### src/rtl/normal_mode.sv
// Two-lane traffic light phase controller for normal operation.
// Runs G1R2 -> Y1R2 -> R1G2 -> R1Y2 on 1 Hz ticks using shadowed
// green/yellow/red durations. It returns to IDLE when enable drops.
//
//   state | meaning
//   ------+---------------------------------------------
//   IDLE  | config mode owns display; both red, times 0
//   G1R2  | lane 1 green, lane 2 red
//   Y1R2  | lane 1 yellow, lane 2 red
//   R1G2  | lane 1 red, lane 2 green
//   R1Y2  | lane 1 red, lane 2 yellow
module normal_mode #(
  parameter int TIME_W   = 7,
  parameter int MAX_TIME = 99,
  parameter int MIN_TIME = 1
) (
  input  logic              clk,
  input  logic              reset,
  input  logic              enable,
  input  logic              tick,
  input  logic [TIME_W-1:0] greenTime,
  input  logic [TIME_W-1:0] yellowTime,
  input  logic [TIME_W-1:0] redTime,
  output logic [2:0]        lightLane1,
  output logic [2:0]        lightLane2,
  output logic [TIME_W-1:0] timeLane1,
  output logic [TIME_W-1:0] timeLane2,
  output logic [2:0]        state,
  output logic              cycleDone
);

  typedef enum logic [2:0] {
    ST_IDLE = 3'd0,
    ST_G1R2 = 3'd1,
    ST_Y1R2 = 3'd2,
    ST_R1G2 = 3'd3,
    ST_R1Y2 = 3'd4
  } state_t;

  localparam logic [TIME_W-1:0] MAX_T = TIME_W'(MAX_TIME);
  localparam logic [TIME_W-1:0] MIN_T = TIME_W'(MIN_TIME);
  localparam logic [TIME_W-1:0] ONE_T = TIME_W'(1);
  localparam logic [2:0]        LAMP_R = 3'b100;
  localparam logic [2:0]        LAMP_Y = 3'b010;
  localparam logic [2:0]        LAMP_G = 3'b001;

  state_t            state_q, state_d;
  logic [TIME_W-1:0] time1_q, time1_d;
  logic [TIME_W-1:0] time2_q, time2_d;
  logic [TIME_W-1:0] gs_q, gs_d;
  logic [TIME_W-1:0] ys_q, ys_d;
  logic [TIME_W-1:0] rs_q, rs_d;
  logic              cycle_done_q, cycle_done_d;
  logic [2:0]        light1_q, light1_d;
  logic [2:0]        light2_q, light2_d;

  logic [TIME_W-1:0] green_c, yellow_c, red_c;

  // Out-of-range durations are clamped into [MIN_TIME, MAX_TIME].
  function automatic logic [TIME_W-1:0] clamp_time(input logic [TIME_W-1:0] v);
    logic [TIME_W-1:0] r;
    if (v == '0) begin
      r = MIN_T;
    end else if (v > MAX_T) begin
      r = MAX_T;
    end else begin
      r = v;
    end
    return r;
  endfunction

  // Red-lane countdown: stops at 1 so the waiting lane never shows 0.
  function automatic logic [TIME_W-1:0] sat_dec(input logic [TIME_W-1:0] v);
    logic [TIME_W-1:0] r;
    if (v > ONE_T) begin
      r = v - ONE_T;
    end else begin
      r = ONE_T;
    end
    return r;
  endfunction

  function automatic logic [2:0] lamp_lane1(input state_t s);
    logic [2:0] r;
    case (s)
      ST_G1R2: r = LAMP_G;
      ST_Y1R2: r = LAMP_Y;
      default: r = LAMP_R;
    endcase
    return r;
  endfunction

  function automatic logic [2:0] lamp_lane2(input state_t s);
    logic [2:0] r;
    case (s)
      ST_R1G2: r = LAMP_G;
      ST_R1Y2: r = LAMP_Y;
      default: r = LAMP_R;
    endcase
    return r;
  endfunction

  // Conditioned copies of the live inputs, consumed only at cycle start.
  always_comb begin
    green_c  = clamp_time(greenTime);
    yellow_c = clamp_time(yellowTime);
    red_c    = clamp_time(redTime);
  end

  // Next-state, counter and shadow logic.
  always_comb begin
    state_d      = state_q;
    time1_d      = time1_q;
    time2_d      = time2_q;
    gs_d         = gs_q;
    ys_d         = ys_q;
    rs_d         = rs_q;
    cycle_done_d = 1'b0;

    if (!enable) begin
      state_d = ST_IDLE;
      time1_d = '0;
      time2_d = '0;
    end else begin
      case (state_q)
        ST_IDLE: begin
          state_d = ST_G1R2;
          gs_d    = green_c;
          ys_d    = yellow_c;
          rs_d    = red_c;
          time1_d = green_c;
          time2_d = red_c;
        end
        ST_G1R2: begin
          if (tick) begin
            time2_d = sat_dec(time2_q);
            if (time1_q > ONE_T) begin
              time1_d = time1_q - ONE_T;
            end else begin
              state_d = ST_Y1R2;
              time1_d = ys_q;
            end
          end
        end
        ST_Y1R2: begin
          if (tick) begin
            time2_d = sat_dec(time2_q);
            if (time1_q > ONE_T) begin
              time1_d = time1_q - ONE_T;
            end else begin
              state_d = ST_R1G2;
              time1_d = rs_q;
              time2_d = gs_q;
            end
          end
        end
        ST_R1G2: begin
          if (tick) begin
            time1_d = sat_dec(time1_q);
            if (time2_q > ONE_T) begin
              time2_d = time2_q - ONE_T;
            end else begin
              state_d = ST_R1Y2;
              time2_d = ys_q;
            end
          end
        end
        ST_R1Y2: begin
          if (tick) begin
            time1_d = sat_dec(time1_q);
            if (time2_q > ONE_T) begin
              time2_d = time2_q - ONE_T;
            end else begin
              // New cycle: pick up any durations confirmed since last start.
              state_d      = ST_G1R2;
              gs_d         = green_c;
              ys_d         = yellow_c;
              rs_d         = red_c;
              time1_d      = green_c;
              time2_d      = red_c;
              cycle_done_d = 1'b1;
            end
          end
        end
        default: begin
          state_d = ST_IDLE;
          time1_d = '0;
          time2_d = '0;
        end
      endcase
    end

    // Lamps are decoded from the next state so they register alongside it.
    light1_d = lamp_lane1(state_d);
    light2_d = lamp_lane2(state_d);
  end

  // State, counters, shadows and lamp registers.
  always_ff @(posedge clk or posedge reset) begin
    if (reset) begin
      state_q      <= ST_IDLE;
      time1_q      <= '0;
      time2_q      <= '0;
      gs_q         <= MIN_T;
      ys_q         <= MIN_T;
      rs_q         <= MIN_T;
      cycle_done_q <= 1'b0;
      light1_q     <= LAMP_R;
      light2_q     <= LAMP_R;
    end else begin
      state_q      <= state_d;
      time1_q      <= time1_d;
      time2_q      <= time2_d;
      gs_q         <= gs_d;
      ys_q         <= ys_d;
      rs_q         <= rs_d;
      cycle_done_q <= cycle_done_d;
      light1_q     <= light1_d;
      light2_q     <= light2_d;
    end
  end

  // Output mapping.
  always_comb begin
    lightLane1 = light1_q;
    lightLane2 = light2_q;
    timeLane1  = time1_q;
    timeLane2  = time2_q;
    state      = state_q;
    cycleDone  = cycle_done_q;
  end

endmodule

### config.mk
export PLATFORM = sky130hd
export DESIGN_NAME = normal_mode
export DESIGN_NICKNAME = d
export VERILOG_FILES = /design/src/rtl/normal_mode.sv
export SDC_FILE = /design/constraint.sdc
export NUM_CORES = 1
export LEC_CHECK = 0
export CAP_MARGIN = 0
export CORE_ASPECT_RATIO = 0.8
export CORE_UTILIZATION = 40
export DETAILED_ROUTE_END_ITERATION = 10
export GPL_ROUTABILITY_DRIVEN = 0
export PLACE_DENSITY = 0.63
export REMOVE_ABC_BUFFERS = 1
export SYNTH_ARGS = -nofsm -noshare
export SYNTH_HDL_FRONTEND = slang
export SYNTH_SLANG_ARGS = --single-unit
### constraint.sdc
create_clock -name clk -period 3.8 [get_ports clk]
set_clock_uncertainty 0.15 [all_clocks]
set_input_delay 0.76 -clock clk [delete_from_list [all_inputs] [get_ports clk]]
set_output_delay 0.76 -clock clk [all_outputs]
set_load 0.02 [all_outputs]
# After elaboration in Yosys (flattened, before gate mapping)
# Cells that the tools add are included.
[classes]
add_sub_neg = 2
magnitude_cmp = 5
eq_ne = 14
mux = 51
reduce_logical = 7
[op_table]
columns = ["op", "n"]
rows = [
  ["$mux W7", 30],
  ["$pmux W7 S5", 2],
  ["$pmux W7 S2", 3],
  ["$mux W3", 9],
  ["$gt A7 B7 Y1 const B", 3],
  ["$logic_not A7 Y1", 3],
  ["$pmux W3 S5", 1],
  ["$gt A7 B1 Y1 const B", 2],
  ["$sub A7 B1 Y7 const B", 2],
  ["$eq A3 B2 Y1 const B", 4],
  ["$ne A3 B3 Y1 const B", 4],
  ["$pmux W3 S2", 2],
  ["$reduce_and A4 Y1", 2],
  ["$eq A3 B1 Y1 const B", 2],
  ["$eq A3 B3 Y1 const B", 2],
  ["$mux W1", 4],
  ["$ne A2 B2 Y1 const B", 2],
  ["$logic_not A3 Y1", 1],
  ["$reduce_bool A2 Y1", 1],
]
[word_totals]
reg_bits = 45
inputBits = 25
output_inout_bits = 24
elab_cells = 88

# Depth between registers and ports, before layout
[depth]
depth_word = 7
mapped_depth = 8
mapped_depth_nobuf = 7

# Worst setup path after synthesis
# Ideal clock, no wire load.
[synth_path]
kind = "reg-to-reg"
start = "reg time2_q[3] (netlist: timeLane2[3])"
end = "reg rs_q[6]"
setup_ps = 125
t_arrival_ps = 2425
required_time_ps = 3525
setup_slack_ps = 1100
stages_incl_launch_ff = 7
path_buffers = 2
period_less_slack_ps = 2700
path_cell_list = "dfrtp_1 > or4_1 > buf_2 > or4b_4 > a21oi_4 > buf_6 > mux2_4"
[synth_via]
elab_chain_cells = 3
[synth_rtl]
columns = ["item", "line_no", "rtl"]
rows = [
  ["start: declaration", "49", "logic [TIME_W-1:0] time2_q, time2_d;"],
  ["start signal: assignment", "213", "time2_q <= time2_d;"],
  ["$gt A7 B1 Y1", "171", "if (time2_q > ONE_T) begin"],
  ["$ne A2 B2 Y1 (no source line)", "-", ""],
  ["$reduce_and A4 Y1 (no source line)", "-", ""],
  ["end signal: assignment", "216", "rs_q <= rs_d;"],
  ["end: declaration", "52", "logic [TIME_W-1:0] rs_q, rs_d;"],
]
# Every way passes these cells.
# A chain may end at the register's enable or synchronous reset.

# Worst setup path after layout
[layout_path]
start = "reg time2_q[3] (netlist: timeLane2[3])"
end = "reg time1_q[3] (netlist: timeLane1[3])"
[layout_via]
elab_chain_cells = 5
[layout_rtl]
columns = ["item", "line_no", "rtl"]
rows = [
  ["$gt A7 B1 Y1", "171", ""],
  ["$mux W7", "171", ""],
  ["$mux W7", "169", "if (tick) begin"],
  ["$pmux W7 S5", "125", "case (state_q)"],
  ["$mux W7", "120", "if (!enable) begin"],
  ["end signal: assignment", "212", "time1_q <= time1_d;"],
  ["end: declaration", "48", "logic [TIME_W-1:0] time1_q, time1_d;"],
]
# Every way passes these cells. The select of a mux whose other input is x is not followed.

==> summary.md <==
| Metric | Value |
|---|---|
| Status | `complete, no violations` |
| Total track usage | `a little under a quarter` |
| Core Rows | `26` |
| Crit path DAT | `about 3.1 ns` |
| DR vias | `roughly 2.7k` |
| Count of final hold-check violations | `0` |
| CP max FO | `21` |
| Root buf cell | `clkbuf_8` |
| WL per Instance | `~18 um` |
| IO Pins | `49` |
| Crit path capture type | `flop` |
| DPL Wire Length | `approximately 6000 um` |
| Register area share after synthesis | `between 40% and 50%` |
| Drt first pass iters | `5` |
| Top Usage Layer GRT | `met1` |
| Main synth FF type | `dfrtp_1` |
| DRC Markers | `0` |
| Synth area leaders | `dfrtp_1 (36%), dfstp_2 (4.7%), a21oi_1 (4.3%)` |
| Worst path cell trace | `or4_1, or4b_4, a21oi_4, buf_4, nand3_1, o211ai_1` |
| CP Launch Type | `flop` |
| Die area | `7370 um2` |
| Setup CP Type | `reg -> reg` |
| ANT nets after route | `0` |
| Share of cells above drive strength 1 | `approximately 10%` |
| Slew @ Worst Pin | `roughly 0.93 ns` |
| Fin nets | `387` |
| Worst-skew pair later-pin latency | `around 0.31 ns` |
| H-tree depth | `2` |
| WL final | `8020 um` |
| Final setup viols | `0` |
| Crit share post-route | `between 70% and 80%` |
| Total CTS buffers | `5` |
| Critical path's slowest cell | `or4_1` |
| FF+latch count, synth | `45` |
| Fmax | `around 330 MHz` |
| Initial core utilization | `between 40% and 50%` |
| P&R area growth vs syn | `22.5%` |
| Grt met2 use | `between 30% and 40%` |
| Clock Sinks | `45` |
| Pwr Total | `~2.8 mW` |
| Biggest area consumer among synthesized cells | `dfrtp_1` |
| P per Cell Area | `800 nW/um2` |
| Largest net degree at the start of global routing | `46` |
| Syn Inst Count | `316` |
| Number of global-route vias before repair | `2430` |
| Initial antenna violation count | `0` |
| Max_cap viols | `0` |
| Peak supply drop | `286 uV` |
| Die Height | `between 70 and 80 um` |
| GRT overflow | `0` |
| Final Critical Period | `~3 ns` |
| Setup bufs post-CTS | `0` |
| Hold_buf cts | `0` |
| Post-Place Cell Area | `3340 um2` |
| Required time worst endpoint | `about 3.9 ns` |
| Design area | `roughly 3400 um2` |
| CTS-repair resized insts | `0` |
| Die width | `approximately 96 um` |
| Delay-heaviest family, CP | `simple AND/OR/NAND/NOR gates` |
| EDFF count, synth | `0` |
| CTS clk-pin slew, worst paths | `0.09 ns` |
| PortBufs | `48` |
| Met3 usage | `under 10%` |
| Setup Total Neg Slack | `0 ns` |
| Yosys warnings | `0` |
| CP max stage delay | `0.71 ns` |
| Antenna cells | `0` |
| Share of the synthesized area in the top cell type | `35.6%` |
| Syn avg cell area | `approximately 8.9 um2` |
| Global-route wire length before repair | `13200 um` |
| Core Footprint | `roughly 6600 um2` |
| Library cells used by synthesis | `60` |
| Vias per cell | `5.98` |
| WP buf/inv | `1` |
| DRT iter0 DRCs | `approximately 290` |
| Clock Tree Buf Depth | `2` |
| CTS tree | `done` |
| RSZ-0062 raised after global routing | `no` |
| Fraction of registers with async set/reset | `100%` |
| Syn Std Cell Area | `2810 um2` |
| Pins Over Slew Limit | `0` |
| Leakage | `about 1.4 nW` |
| GR Util met1 | `a little under two fifths` |
| Worst hold path class | `reg -> reg` |
| Max_slew headroom | `37.6%` |
==> cell families (layout without fill, tap and decap cells) <==
family	after synthesis	count (layout)	share of synthesized area [%]
AOI/OAI and AO/OA	102	102	25.4
muxes	10	10	4.18
and+or+nand+nor	112	112	20.6
DFF	45	45	40.3
adders and majority gates	4	4	1.78
xor gates and xnor gates	6	6	1.87
buffers and inverters	37	80	5.87
==> worst register-to-register path, cell delays in order, from the launching register on <==
cell and delay (ns):
dfrtp_1 0.45, or4_1 0.71, or4b_4 0.59, a21oi_4 0.53, buf_4 0.28, nand3_1 0.11, o211ai_1 0.10
==> per-layer routing <==
| layer | part of all wire [%] | routed length (um) |
|---|---|---|
| met5 | 0 | 0 |
| met4 | 1.5 | 119 |
| met3 | 8.7 | 697 |
| met2 | 41 | 3310 |
| met1 | 48 | 3890 |
==> state kept, by name, indices dropped and copies added (netlist names) <==
register,flops
timeLane2,7
lightLane2,3
cycleDone,1
rs_q,7
state,3
gs_q,7
timeLane1,7
lightLane1,3
ys_q,7
==> power by group <==
group,total [mW],leakage [nW],switching (mW),internal [mW]
Clock,0.331,0.0518,0.180,0.151
Combinational,1.47,0.777,0.809,0.661
Sequential,0.954,0.560,0.270,0.684
==> cell type report <==
cell class,count,area (um2)
repair buffers,54,526
fillers,610,3130
clock inverters,2,17.5
clock buffers,6,82.6
multi-input cells,234,1510
flip-flops and latches,45,1130
well taps,84,105
inverters,18,67.6
==> stage by stage <==
step           hold WS, ns  setup slack [ns]  util [%]  cells
6_report             0.360             0.796      52.4    443
5_1_grt              0.380             0.658      52.4    443
4_1_cts              0.361             0.810      52.4    443
3_5_place_dp         0.348             0.635      50.9    435
3_3_place_gp         0.341             0.683      50.9    435
2_1_floorplan        0.331             0.880         -    297
==> synthesized netlist by cell type (4+ instances only) <==
| cell | count |
|---|---|
| a22o_1 | 6 |
| nor2b_1 | 6 |
| mux2_2 | 6 |
| or3_1 | 4 |
| a21oi_1 | 24 |
| inv_1 | 18 |
| dfrtp_1 | 40 |
| and2_1 | 5 |
| nor2_1 | 22 |
| o21ai_0 | 20 |
| nand3_1 | 14 |
| dfstp_2 | 5 |
| ha_1 | 4 |
| a31oi_1 | 4 |
| o31ai_1 | 4 |
| nor3_1 | 15 |
| nand2_1 | 25 |
| a32oi_1 | 4 |
| a22oi_1 | 8 |
| clkbuf_1 | 13 |
==> placed cells by master (no fill, tap or decap), drive strengths merged, types with 4 or more instances in the layout <==
master,synthesis,final
clkdlybuf4s50,0,48
dfrtp,40,40
nand2,25,25
a21oi,25,25
nor2,22,22
o21ai,21,21
inv,18,19
nor3,15,15
nand3,14,14
a22oi,8,8
mux2,8,8
nor2b,6,6
a22o,6,6
clkbuf,13,6
buf,6,6
and2,5,5
dfstp,5,5
or3,4,4
o31ai,4,4
a31oi,4,4
a32oi,4,4
ha,4,4
==> final timing paths <==
path | from | end | slack (ns) | cells past startpoint
worst max-delay path | timeLane2[3] | timeLane1[3] | 0.80 | 6
worst min-delay path | rs_q[0] | rs_q[0] | 0.36 | 2
worst max register to register | timeLane2[3] | timeLane1[3] | 0.80 | 6
worst min register to register | rs_q[0] | rs_q[0] | 0.36 | 2
max in group asynchronous | reset | ys_q[6] | 2.10 | 2
min in group asynchronous | reset | lightLane2[0] | 0.83 | 2
Note: power is estimated with default switching activity, not from simulation.
